==> src/rtl/ov5640_dvp_capture_if.sv <==
// ---------------------------------------------------------------------------
// ov5640_dvp_capture_if
//   Groups the OV5640 DVP input bus and the captured RGB565 pixel stream.
//   master : the capture block (samples cam_*, drives pix_*).
//   slave  : the sensor/consumer side (drives cam_*, samples pix_*).
// Signals:
//   cam_vsync  DVP VSYNC
//   cam_href   DVP HREF, high during active line bytes
//   cam_data   DVP data byte
//   pix_data   RGB565 pixel, {first byte, second byte}
//   pix_valid  one-cycle qualifier per pixel
//   pix_sof    first pixel of frame (with pix_valid)
//   pix_eol    last pixel of line (with pix_valid)
// ---------------------------------------------------------------------------
interface ov5640_dvp_capture_if;
   logic        cam_vsync;
   logic        cam_href;
   logic [7:0]  cam_data;
   logic [15:0] pix_data;
   logic        pix_valid;
   logic        pix_sof;
   logic        pix_eol;

   modport master (
      input  cam_vsync, cam_href, cam_data,
      output pix_data, pix_valid, pix_sof, pix_eol
   );

   modport slave (
      output cam_vsync, cam_href, cam_data,
      input  pix_data, pix_valid, pix_sof, pix_eol
   );
endinterface

==> src/rtl/ov5640_dvp_capture.sv <==
// ---------------------------------------------------------------------------
// ov5640_dvp_capture
//   Captures the OV5640 8-bit DVP stream in the PCLK domain, pairs bytes into
//   RGB565 pixels, discards the first DROP_FRAMES frames after sensor init and
//   emits a pixel stream with frame/line markers and integrity flags.
// Ports:
//   Clk         camera PCLK
//   Rst_p       asynchronous active-high reset
//   Init_Done   sensor init complete (asynchronous, synchronised here)
//   dvp         DVP input bus and pixel output stream (master modport)
//   frame_done  one-cycle pulse when a captured frame is closed by VSYNC
//   frame_cnt   number of captured frames completed (wraps)
//   line_err    sticky: a line had the wrong byte count
//   frame_err   sticky: a frame had the wrong line count
// ---------------------------------------------------------------------------
module ov5640_dvp_capture #(
   parameter int unsigned IMAGE_WIDTH  = 640,
   parameter int unsigned IMAGE_HEIGHT = 720,
   parameter int unsigned DROP_FRAMES  = 10,
   parameter bit          VSYNC_POL    = 1'b1
) (
   input  logic                         Clk,
   input  logic                         Rst_p,
   input  logic                         Init_Done,
   ov5640_dvp_capture_if.master         dvp,
   output logic                         frame_done,
   output logic [15:0]                  frame_cnt,
   output logic                         line_err,
   output logic                         frame_err
);

   localparam int unsigned ColW  = $clog2(IMAGE_WIDTH + 1);
   localparam int unsigned RowW  = $clog2(IMAGE_HEIGHT + 1);
   localparam int unsigned DropW = (DROP_FRAMES == 0) ? 1 : $clog2(DROP_FRAMES + 1);

   typedef enum logic [1:0] {StIdle, StDrop, StCapture} state_e;

   state_e state_q, state_d;

   logic init_meta_q, init_s_q;
   logic vsync_d1_q, vsync_d2_q;
   logic href_d1_q, href_d2_q;
   logic [7:0] data_d1_q;

   logic [ColW-1:0]  col_q, col_d;
   logic [RowW-1:0]  row_q, row_d;
   logic [DropW-1:0] drop_cnt_q, drop_cnt_d;
   logic             phase_q, phase_d;
   // Set when a complete pixel arrives after the line is already full.
   logic             ovf_q, ovf_d;
   logic [7:0]       hi_q, hi_d;

   logic [15:0] pix_data_q, pix_data_d;
   logic        pix_valid_q, pix_valid_d;
   logic        pix_sof_q, pix_sof_d;
   logic        pix_eol_q, pix_eol_d;
   logic        frame_done_q, frame_done_d;
   logic [15:0] frame_cnt_q, frame_cnt_d;
   logic        line_err_q, line_err_d;
   logic        frame_err_q, frame_err_d;

   logic vs_edge, href_rise, href_fall, cur_phase, col_full, row_full;

   assign vs_edge   = VSYNC_POL ? (vsync_d1_q & ~vsync_d2_q) : (~vsync_d1_q & vsync_d2_q);
   assign href_rise = href_d1_q & ~href_d2_q;
   assign href_fall = ~href_d1_q & href_d2_q;
   // A new line always starts on the high byte, whatever a glitch left behind.
   assign cur_phase = href_rise ? 1'b0 : phase_q;
   assign col_full  = (col_q == ColW'(IMAGE_WIDTH));
   assign row_full  = (row_q == RowW'(IMAGE_HEIGHT));

   always_comb begin
      state_d      = state_q;
      col_d        = col_q;
      row_d        = row_q;
      drop_cnt_d   = drop_cnt_q;
      phase_d      = phase_q;
      ovf_d        = ovf_q;
      hi_d         = hi_q;
      pix_data_d   = pix_data_q;
      pix_valid_d  = 1'b0;
      pix_sof_d    = 1'b0;
      pix_eol_d    = 1'b0;
      frame_done_d = 1'b0;
      frame_cnt_d  = frame_cnt_q;
      line_err_d   = line_err_q;
      frame_err_d  = frame_err_q;

      if (!init_s_q) begin
         // Loss of init abandons any partial frame; flags and frame_cnt survive.
         state_d = StIdle;
      end else begin
         case (state_q)
            StIdle: begin
               drop_cnt_d = '0;
               state_d    = StDrop;
            end

            StDrop: begin
               if (vs_edge) begin
                  if (drop_cnt_q == DropW'(DROP_FRAMES)) begin
                     state_d = StCapture;
                     row_d   = '0;
                     col_d   = '0;
                     phase_d = 1'b0;
                     ovf_d   = 1'b0;
                  end else begin
                     drop_cnt_d = drop_cnt_q + DropW'(1);
                  end
               end
            end

            StCapture: begin
               if (href_fall) begin
                  if (!col_full || phase_q || ovf_q) begin
                     line_err_d = 1'b1;
                  end
                  if (!row_full) begin
                     row_d = row_q + RowW'(1);
                  end
                  col_d   = '0;
                  phase_d = 1'b0;
                  ovf_d   = 1'b0;
               end else if (href_d1_q) begin
                  if (!cur_phase) begin
                     hi_d    = data_d1_q;
                     phase_d = 1'b1;
                  end else begin
                     phase_d = 1'b0;
                     if (row_full) begin
                        // Extra lines beyond the frame are dropped silently.
                        pix_valid_d = 1'b0;
                     end else if (col_full) begin
                        ovf_d = 1'b1;
                     end else begin
                        pix_data_d  = {hi_q, data_d1_q};
                        pix_valid_d = 1'b1;
                        pix_sof_d   = (row_q == '0) && (col_q == '0);
                        pix_eol_d   = (col_q == ColW'(IMAGE_WIDTH - 1));
                        col_d       = col_q + ColW'(1);
                     end
                  end
               end

               // VSYNC overrides the line bookkeeping above (row is not advanced
               // by a coincident HREF fall, but its line check still counts).
               if (vs_edge) begin
                  frame_done_d = 1'b1;
                  frame_cnt_d  = frame_cnt_q + 16'd1;
                  if (!row_full) begin
                     frame_err_d = 1'b1;
                  end
                  row_d       = '0;
                  col_d       = '0;
                  phase_d     = 1'b0;
                  ovf_d       = 1'b0;
                  pix_valid_d = 1'b0;
                  pix_sof_d   = 1'b0;
                  pix_eol_d   = 1'b0;
                  pix_data_d  = pix_data_q;
               end
            end

            default: state_d = StIdle;
         endcase
      end
   end

   always_ff @(posedge Clk or posedge Rst_p) begin
      if (Rst_p) begin
         state_q      <= StIdle;
         init_meta_q  <= 1'b0;
         init_s_q     <= 1'b0;
         vsync_d1_q   <= 1'b0;
         vsync_d2_q   <= 1'b0;
         href_d1_q    <= 1'b0;
         href_d2_q    <= 1'b0;
         data_d1_q    <= '0;
         col_q        <= '0;
         row_q        <= '0;
         drop_cnt_q   <= '0;
         phase_q      <= 1'b0;
         ovf_q        <= 1'b0;
         hi_q         <= '0;
         pix_data_q   <= '0;
         pix_valid_q  <= 1'b0;
         pix_sof_q    <= 1'b0;
         pix_eol_q    <= 1'b0;
         frame_done_q <= 1'b0;
         frame_cnt_q  <= '0;
         line_err_q   <= 1'b0;
         frame_err_q  <= 1'b0;
      end else begin
         state_q      <= state_d;
         init_meta_q  <= Init_Done;
         init_s_q     <= init_meta_q;
         vsync_d1_q   <= dvp.cam_vsync;
         vsync_d2_q   <= vsync_d1_q;
         href_d1_q    <= dvp.cam_href;
         href_d2_q    <= href_d1_q;
         data_d1_q    <= dvp.cam_data;
         col_q        <= col_d;
         row_q        <= row_d;
         drop_cnt_q   <= drop_cnt_d;
         phase_q      <= phase_d;
         ovf_q        <= ovf_d;
         hi_q         <= hi_d;
         pix_data_q   <= pix_data_d;
         pix_valid_q  <= pix_valid_d;
         pix_sof_q    <= pix_sof_d;
         pix_eol_q    <= pix_eol_d;
         frame_done_q <= frame_done_d;
         frame_cnt_q  <= frame_cnt_d;
         line_err_q   <= line_err_d;
         frame_err_q  <= frame_err_d;
      end
   end

   assign dvp.pix_data  = pix_data_q;
   assign dvp.pix_valid = pix_valid_q;
   assign dvp.pix_sof   = pix_sof_q;
   assign dvp.pix_eol   = pix_eol_q;
   assign frame_done    = frame_done_q;
   assign frame_cnt     = frame_cnt_q;
   assign line_err      = line_err_q;
   assign frame_err     = frame_err_q;

endmodule

==> src/flat_wrapper.sv <==
// flat-port wrapper written by rule: the top's interface ports become plain ports
module ov5640_dvp_capture_flat 
#(
   parameter int unsigned IMAGE_WIDTH  = 640,
   parameter int unsigned IMAGE_HEIGHT = 720,
   parameter int unsigned DROP_FRAMES  = 10,
   parameter bit          VSYNC_POL    = 1'b1
)
  (Clk, Rst_p, Init_Done, frame_done, frame_cnt, line_err, frame_err, dvp_cam_vsync, dvp_cam_href, dvp_cam_data, dvp_pix_data, dvp_pix_valid, dvp_pix_sof, dvp_pix_eol);
  ov5640_dvp_capture_if dvp_i ();
  input  logic Clk;
  input  logic Rst_p;
  input  logic Init_Done;
  output logic frame_done;
  output logic [15:0] frame_cnt;
  output logic line_err;
  output logic frame_err;
  input wire logic [$bits(dvp_i.cam_vsync)-1:0] dvp_cam_vsync;
  input wire logic [$bits(dvp_i.cam_href)-1:0] dvp_cam_href;
  input wire logic [$bits(dvp_i.cam_data)-1:0] dvp_cam_data;
  output wire logic [$bits(dvp_i.pix_data)-1:0] dvp_pix_data;
  output wire logic [$bits(dvp_i.pix_valid)-1:0] dvp_pix_valid;
  output wire logic [$bits(dvp_i.pix_sof)-1:0] dvp_pix_sof;
  output wire logic [$bits(dvp_i.pix_eol)-1:0] dvp_pix_eol;
  assign dvp_i.cam_vsync = dvp_cam_vsync;
  assign dvp_i.cam_href = dvp_cam_href;
  assign dvp_i.cam_data = dvp_cam_data;
  assign dvp_pix_data = dvp_i.pix_data;
  assign dvp_pix_valid = dvp_i.pix_valid;
  assign dvp_pix_sof = dvp_i.pix_sof;
  assign dvp_pix_eol = dvp_i.pix_eol;
  ov5640_dvp_capture #(.IMAGE_WIDTH(IMAGE_WIDTH), .IMAGE_HEIGHT(IMAGE_HEIGHT), .DROP_FRAMES(DROP_FRAMES), .VSYNC_POL(VSYNC_POL)) u_core (.Clk(Clk), .Rst_p(Rst_p), .Init_Done(Init_Done), .dvp(dvp_i), .frame_done(frame_done), .frame_cnt(frame_cnt), .line_err(line_err), .frame_err(frame_err));
endmodule
==> config.mk <==
export PLATFORM = sky130hd
export DESIGN_NAME = ov5640_dvp_capture_flat
export DESIGN_NICKNAME = d
export VERILOG_FILES = /design/src/rtl/ov5640_dvp_capture_if.sv /design/src/rtl/ov5640_dvp_capture.sv /design/src/flat_wrapper.sv
export SDC_FILE = /design/constraint.sdc
export NUM_CORES = 1
export LEC_CHECK = 0
export CAP_MARGIN = 10
export CORE_AREA = 3 3 98 100
export DETAILED_ROUTE_END_ITERATION = 12
export DIE_AREA = 0 0 101 103
export GPL_TIMING_DRIVEN = 0
export PLACE_DENSITY = 0.63
export SYNTH_ARGS = -nofsm -noshare
export SYNTH_HDL_FRONTEND = slang
export SYNTH_SLANG_ARGS = --single-unit
==> constraint.sdc <==
create_clock -name Clk -period 5.92 [get_ports Clk]
set_input_delay 0.592 -clock Clk [delete_from_list [all_inputs] [get_ports Clk]]
set_output_delay 0.592 -clock Clk [all_outputs]
set_load 0.1 [all_outputs]
==> results of run 1 <==
## per-layer routing
| layer | global-route usage, % | vias to the layer above | part of all wire (%) | wire length [um] |
|---|---|---|---|---|
| met2 | 25.2 | 45 | 49 | 3870 |
| met4 | 4.91 | 0 | 1.0 | 80 |
| met3 | 3.79 | 9 | 4.2 | 330 |
| met5 | 0 | - | 0 | 0 |
| met1 | 21.6 | 1378 | 45 | 3540 |
| li1 | - | 1361 | - | - |
## through the flow
stage / cell area [um2] / util, % / std cells / setup WS [ps]
6_report: 4770 / 54.5 / 521 / 3180
5_1_grt: 4770 / 54.5 / 521 / 2980
4_1_cts: 4770 / 54.5 / 521 / 3130
3_5_place_dp: 4580 / 52.3 / 505 / 3160
3_3_place_gp: 4550 / 51.9 / 504 / 1680
2_1_floorplan: 3920 / - / 346 / 3050
## synth_stat cells (2+ instances only)
| cell type | n |
|---|---|
| xor2_1 | 4 |
| nor4_4 | 2 |
| nand3_1 | 20 |
| nor2_1 | 23 |
| nand2b_1 | 4 |
| o31ai_1 | 7 |
| nand4_1 | 10 |
| nor2b_1 | 5 |
| a21oi_1 | 15 |
| nand2_1 | 27 |
| or4_1 | 8 |
| clkbuf_1 | 5 |
| a31oi_1 | 2 |
| mux2_2 | 24 |
| and2_1 | 3 |
| ha_1 | 11 |
| nor3_1 | 5 |
| inv_1 | 16 |
| o21ai_1 | 3 |
| or3_1 | 4 |
| buf_2 | 2 |
| and3_1 | 4 |
| or4_4 | 2 |
| o21ai_0 | 17 |
| a21o_1 | 5 |
| dfrtp_1 | 88 |
| xnor2_1 | 12 |
## power by group
group,leakage (uW),internal (uW),switching [uW],total (uW)
logic,0.000823,122,260,382
clock network,0.0000977,174,229,403
registers,0.00118,662,41.5,703
total,0.00210,958,530,1490
## area by class of cell
type / count / area share (%)
buffer: 9 / 0.996
timing repair buffer: 51 / 11.1
clock inverter: 6 / 1.18
multi-input combinational: 233 / 33.6
clock buffer: 10 / 2.88
sequential: 88 / 46.1
tap: 108 / 2.83
inverter: 16 / 1.31
## worst max-delay path, stage by stage, from the launching register on
cell	delay (ps)
dfrtp_1	410
inv_1	120
ha_1	150
clkbuf_1	330
nand2_1	200
nor4_4	630
buf_2	400
mux2_2	370
## flip-flops by register name, indices dropped and copies added, names as in the netlist, 2 cells and up
name / cells
u_core.col_q: 10
u_core.drop_cnt_q: 4
u_core.row_q: 10
u_core.data_d1_q: 8
u_core.frame_cnt: 16
u_core.dvp.pix_data: 16
u_core.state_q: 2
u_core.hi_q: 8
## cell families after synthesis
logic type,after synthesis,synth area share [%]
compound gates,57,8.95
mux,26,7.45
simple gates,123,17.5
flops,88,56.2
xor+xnor,16,3.58
buf+inv,25,2.75
fa+ha+maj,11,3.52
## placed cells by master (no fill, tap or decap), types with 11 or more instances in the layout
cell type and count:
ha_1 11, o21ai_0 17, nand3_1 20, inv_1 15, a21oi_1 15, dfrtp_1 88
nor2_1 23, mux2_2 24, nand2_1 27, xnor2_1 12, clkdlybuf4s50_1 50
## path summary, 6_finish.rpt
check | endpoint | from | cells past startpoint
setup / recovery | u_core.dvp.pix_data[4] | u_core.state_q[0] | 7
max in group asynchronous | u_core.col_q[2] | Rst_p | 3
hold / removal | u_core.init_s_q | u_core.init_meta_q | 0
setup reg to reg | u_core.dvp.pix_data[4] | u_core.state_q[0] | 7
min in group asynchronous | u_core.dvp.pix_data[5] | Rst_p | 2
hold reg to reg | u_core.init_s_q | u_core.init_meta_q | 0
==> results.toml, run 1 <==
[sta]
slew_headroom_pct = 33.7
fin_crit_sh_pct = 46.3
rsz0062_at_grt = "false"
hold_viol_final = 0
worst_pin_slew_ps = 992
finalSetupTns_ps = 0
fin_crit_ps = 2740
setup_viol = 0
slew_viol_final = 0
fin_worst_skew_ps = 11.3
max_freq_mhz = 365
timing.hold.ws_ps = 362

[floorplanning]
num_rows = 34
die_x_um = 101
pin_count = 51
die_area_um2 = 10400
dieHeight_um = 103
core_region_area_um2 = 8760
start_util_pct = 44.7

[clocking]
clockBufferDepth = 2
cts_sinks = 88
cts_root_buf = "clkbuf_8"
h-tree-depth = 3
cts_setup_buffers = 0
cts_resized = 0
clk_pin_slew_worst_paths_ps = 90
cts_tree = "done"
cts_hold_buf = 0
cts_buffers = 9
clk_latency_ps = 360

[route]
drt_iter0_drc = 152
drt-vias-per-instance = 5.36
drc_errors = 0
via_count = 2793
dr.pass1.iters = 4
wl_per_cell_um = 15.0
drtAntennaViolNets = 0
drt_wl_total_um = 7830

[critical_path]
path_max_fanout = 10
endpoint_kind = "flip-flop"
ff2ff_setup_slack_ps = 3180
worstPathRequired_ps = 6160
path_class = "reg2reg"
crit_arrival_ps = 2980
cp-start-kind = "flip-flop"

[power]
leakagePower_uw = 0.00210
ir_worst_vdd_mv = 0.154
power_uw = 1490
power_per_cell_area_nw_per_um2 = 312

[run]
cap_violations = 0

[global_routing]
track_usage_pct = 15.8
grt_max_degree = 46
antenna_found_initial = 0
grt_pass1_vias = 2733
grt.overflow.total = 0
grt_first_pass_wirelength_um = 13100

[cells_and_area]
drive_above_1_share_pct = 13.1
diodes = 0
multi_input_area_um2 = 1610
synthToLayoutAreaGrowth_pct = 22.0
nFillCells = 773
regArea_um2 = 2200
fin_nets = 432

[placed_design]
gp_congestion = 0.888
hpwl_um = 5570
portBuffers = 50

[synthesis]
netlist_area_um2 = 3920
synth-seq-cells = 88
dominantRegCellSynth = "dfrtp_1"
synth_largest_area_cell = "dfrtp_1"
async_reset_ff_share_pct = 100
synth_warnings = 0
synth_top_area_share_pct = 56.2
synthTopCellsByArea = "dfrtp_1, mux2_2, ha_1, xnor2_1, nand2_1"
synth_fp_nets = 370
synth_edf_count = 0
synthDistinctLibCells = 45
ys_seq_area_share_pct = 56.2
synth_cells = 346
avgSynthCellArea_um2 = 11.3

[run_status]
status = "finished, final reports clean"

[hold_path]
hp-class = "reg2reg"
Note: power is estimated with default switching activity, not from simulation.
==> run 2, diff against run 1 <==
PLACE_DENSITY = 0.65   (was 0.63)
clock period = 2.32 ns   (was 5.92 ns; I/O delays follow)
==> run 2 against run 1 <==
Clock skew decreased by 0.93 ps. Via count grew 1.9%. Final area is 4.2% higher. Fmax grew 22%. Critical path depth rose by 1. Global-route usage grew 0.28 points. Clock power grew to 3.1 times the previous value. Cell count is 1.9% higher. Count of clock-buffer cells in the layout did not move. Utilization increased by 2.3 points.
==> results.toml, run 2 (synthesis results as in run 1) <==
[floorplanning]
core_region_area_um2 = 8760
die_area_um2 = 10400
dieHeight_um = 103
die_x_um = 101
pin_count = 51
num_rows = 34
start_util_pct = 44.7

[global_routing]
grt_max_degree = 37
grt_first_pass_wirelength_um = 13300
antenna_found_initial = 0
grt.overflow.total = 0
grt_pass1_vias = 2776
track_usage_pct = 16.1

[route]
via_count = 2845
drc_errors = 0
drt_iter0_drc = 195
drt-vias-per-instance = 5.36
drt_wl_total_um = 8030
wl_per_cell_um = 15.1
dr.pass1.iters = 4
drtAntennaViolNets = 0

[power]
ir_worst_vdd_mv = 0.487
power_uw = 4160
netSwitchingPower_uw = 1400
power_per_cell_area_nw_per_um2 = 837
leakagePower_uw = 0.00219
p_sw_share_pct = 33.7
power.internal_uw = 2760
pwr-share-comb_pct = 27.5
p_clk_share_pct = 29.4
sequentialPowerShare_pct = 43.1

[cells_and_area]
final_common_cell = "dfrtp_1"
synthToLayoutAreaGrowth_pct = 27.1
nFillCells = 752
drive_above_1_share_pct = 18.9
stdcell_area_um2 = 4980
regArea_um2 = 2200
post-route-util_pct = 56.8
multi_input_area_um2 = 1670
diodes = 0
layout.cells.most_common_list = "dfrtp_1, clkdlybuf4s50_1, nand2_1"
fin_nets = 442

[run]
cap_violations = 0

[sta]
rsz0062_at_grt = "true"
slew_viol_final = 0
slew_headroom_pct = 33.8
setup_slack_ps = 68.4
hold_viol_final = 0
fin_crit_ps = 2250
fin_crit_sh_pct = 97.1
max_freq_mhz = 444
worst_pin_slew_ps = 991
setup_viol = 0
timing.hold.ws_ps = 227
fin_worst_skew_ps = 10.4

[critical_path]
path_max_fanout = 5
worstPathRequired_ps = 2620
reg2reg_from = "u_core.state_q[1]"
ff2ff_setup_slack_ps = 70
path_class = "reg2reg"
worstReg2RegEnd = "u_core.col_q[7]"
endpoint_kind = "flip-flop"
crit_arrival_ps = 2550
cp-start-kind = "flip-flop"
r2r_cells = 8

[placed_design]
portBuffers = 50
place_ws_ps = -399
hpwl_um = 5530
dpl-instance-area_um2 = 4590
gp_congestion = 0.806

[clocking]
cts_buffers = 9
clk_latency_ps = 360
clk_pin_slew_worst_paths_ps = 100
cts_sinks = 88
cts_tree = "done"
h-tree-depth = 3
clockBufferDepth = 2
cts_root_buf = "clkbuf_8"

[run_status]
status = "finished, final reports clean"

[hold_path]
hp-class = "in2async"
-- run 2: cell count changes in the layout (fill, tap and decap cells not counted), moves of 3 or more --
cell and delta:
clkbuf_1 -3, inv_6 -3, ha_1 -5, buf_4 +11
ha_2 +3
-- run 2: worst max path at each step --
stage	slack, ps	from	endpoint	cells past startpoint
finish	70	u_core.state_q[1]	u_core.col_q[7]	8
global placement	-390	u_core.state_q[0]	u_core.dvp.pix_sof	8
CTS	4	u_core.state_q[1]	u_core.col_q[7]	7
global route	-40	u_core.state_q[1]	u_core.col_q[5]	8
floorplan	100	u_core.row_q[0]	u_core.col_q[5]	8
detailed placement	-400	u_core.state_q[0]	u_core.dvp.pix_sof	8
-- run 2: critical path: stages (launching register included) --
cell and delay, ps:
dfrtp_1 400, inv_2 90, ha_4 280, nand2_2 50, a21o_1 180, or4_4 440
buf_6 150, or4_4 470, a21oi_2 140
-- run 2: repair_timing --
item / CTS / global route
endpoints found under the setup margin: 35 / 28
hold buffers: 0 / 0
buffers inserted: 3 / 8
pin swaps: 1 / 2
resized for setup: 4 / 12
gates cloned: 0 / 1
-- run 2: power by group through the flow --
stage               Clock (uW)  Sequential, uW  Combinational (uW)
floorplan                    0            2100                 440
finish                    1230            1800                1140
global placement             0            1820                 957
global route              1320            1820                1230
CTS                       1260            1800                1020
detailed placement           0            1830                 982
-- run 2: metrics by stage --
step                      setup TNS (ps)  instances
after floorplan                        0        346
after global placement             -3920        504
after detailed placement           -4050        506
after CTS                              0        523
after global routing               -62.8        531
final                                  0        531
-- run 2: layout make-up --
type / instances / area share, %
sequential: 88 / 44.3
multi-input combinational: 233 / 33.6
timing repair buffer: 64 / 12.6
clock buffer: 10 / 2.77
tap: 108 / 2.72
clock inverter: 6 / 2.01
inverter: 16 / 1.28
buffer: 6 / 0.729
-- run 2: layer usage --
layer	part of all wire, %	vias up	track usage, %	routed length (um)
li1	-	1375	-	-
met1	45	1394	21.5	3580
met2	50	66	26.5	4030
met3	4.1	10	3.72	329
met4	1.0	0	4.60	81
met5	0	-	0	0
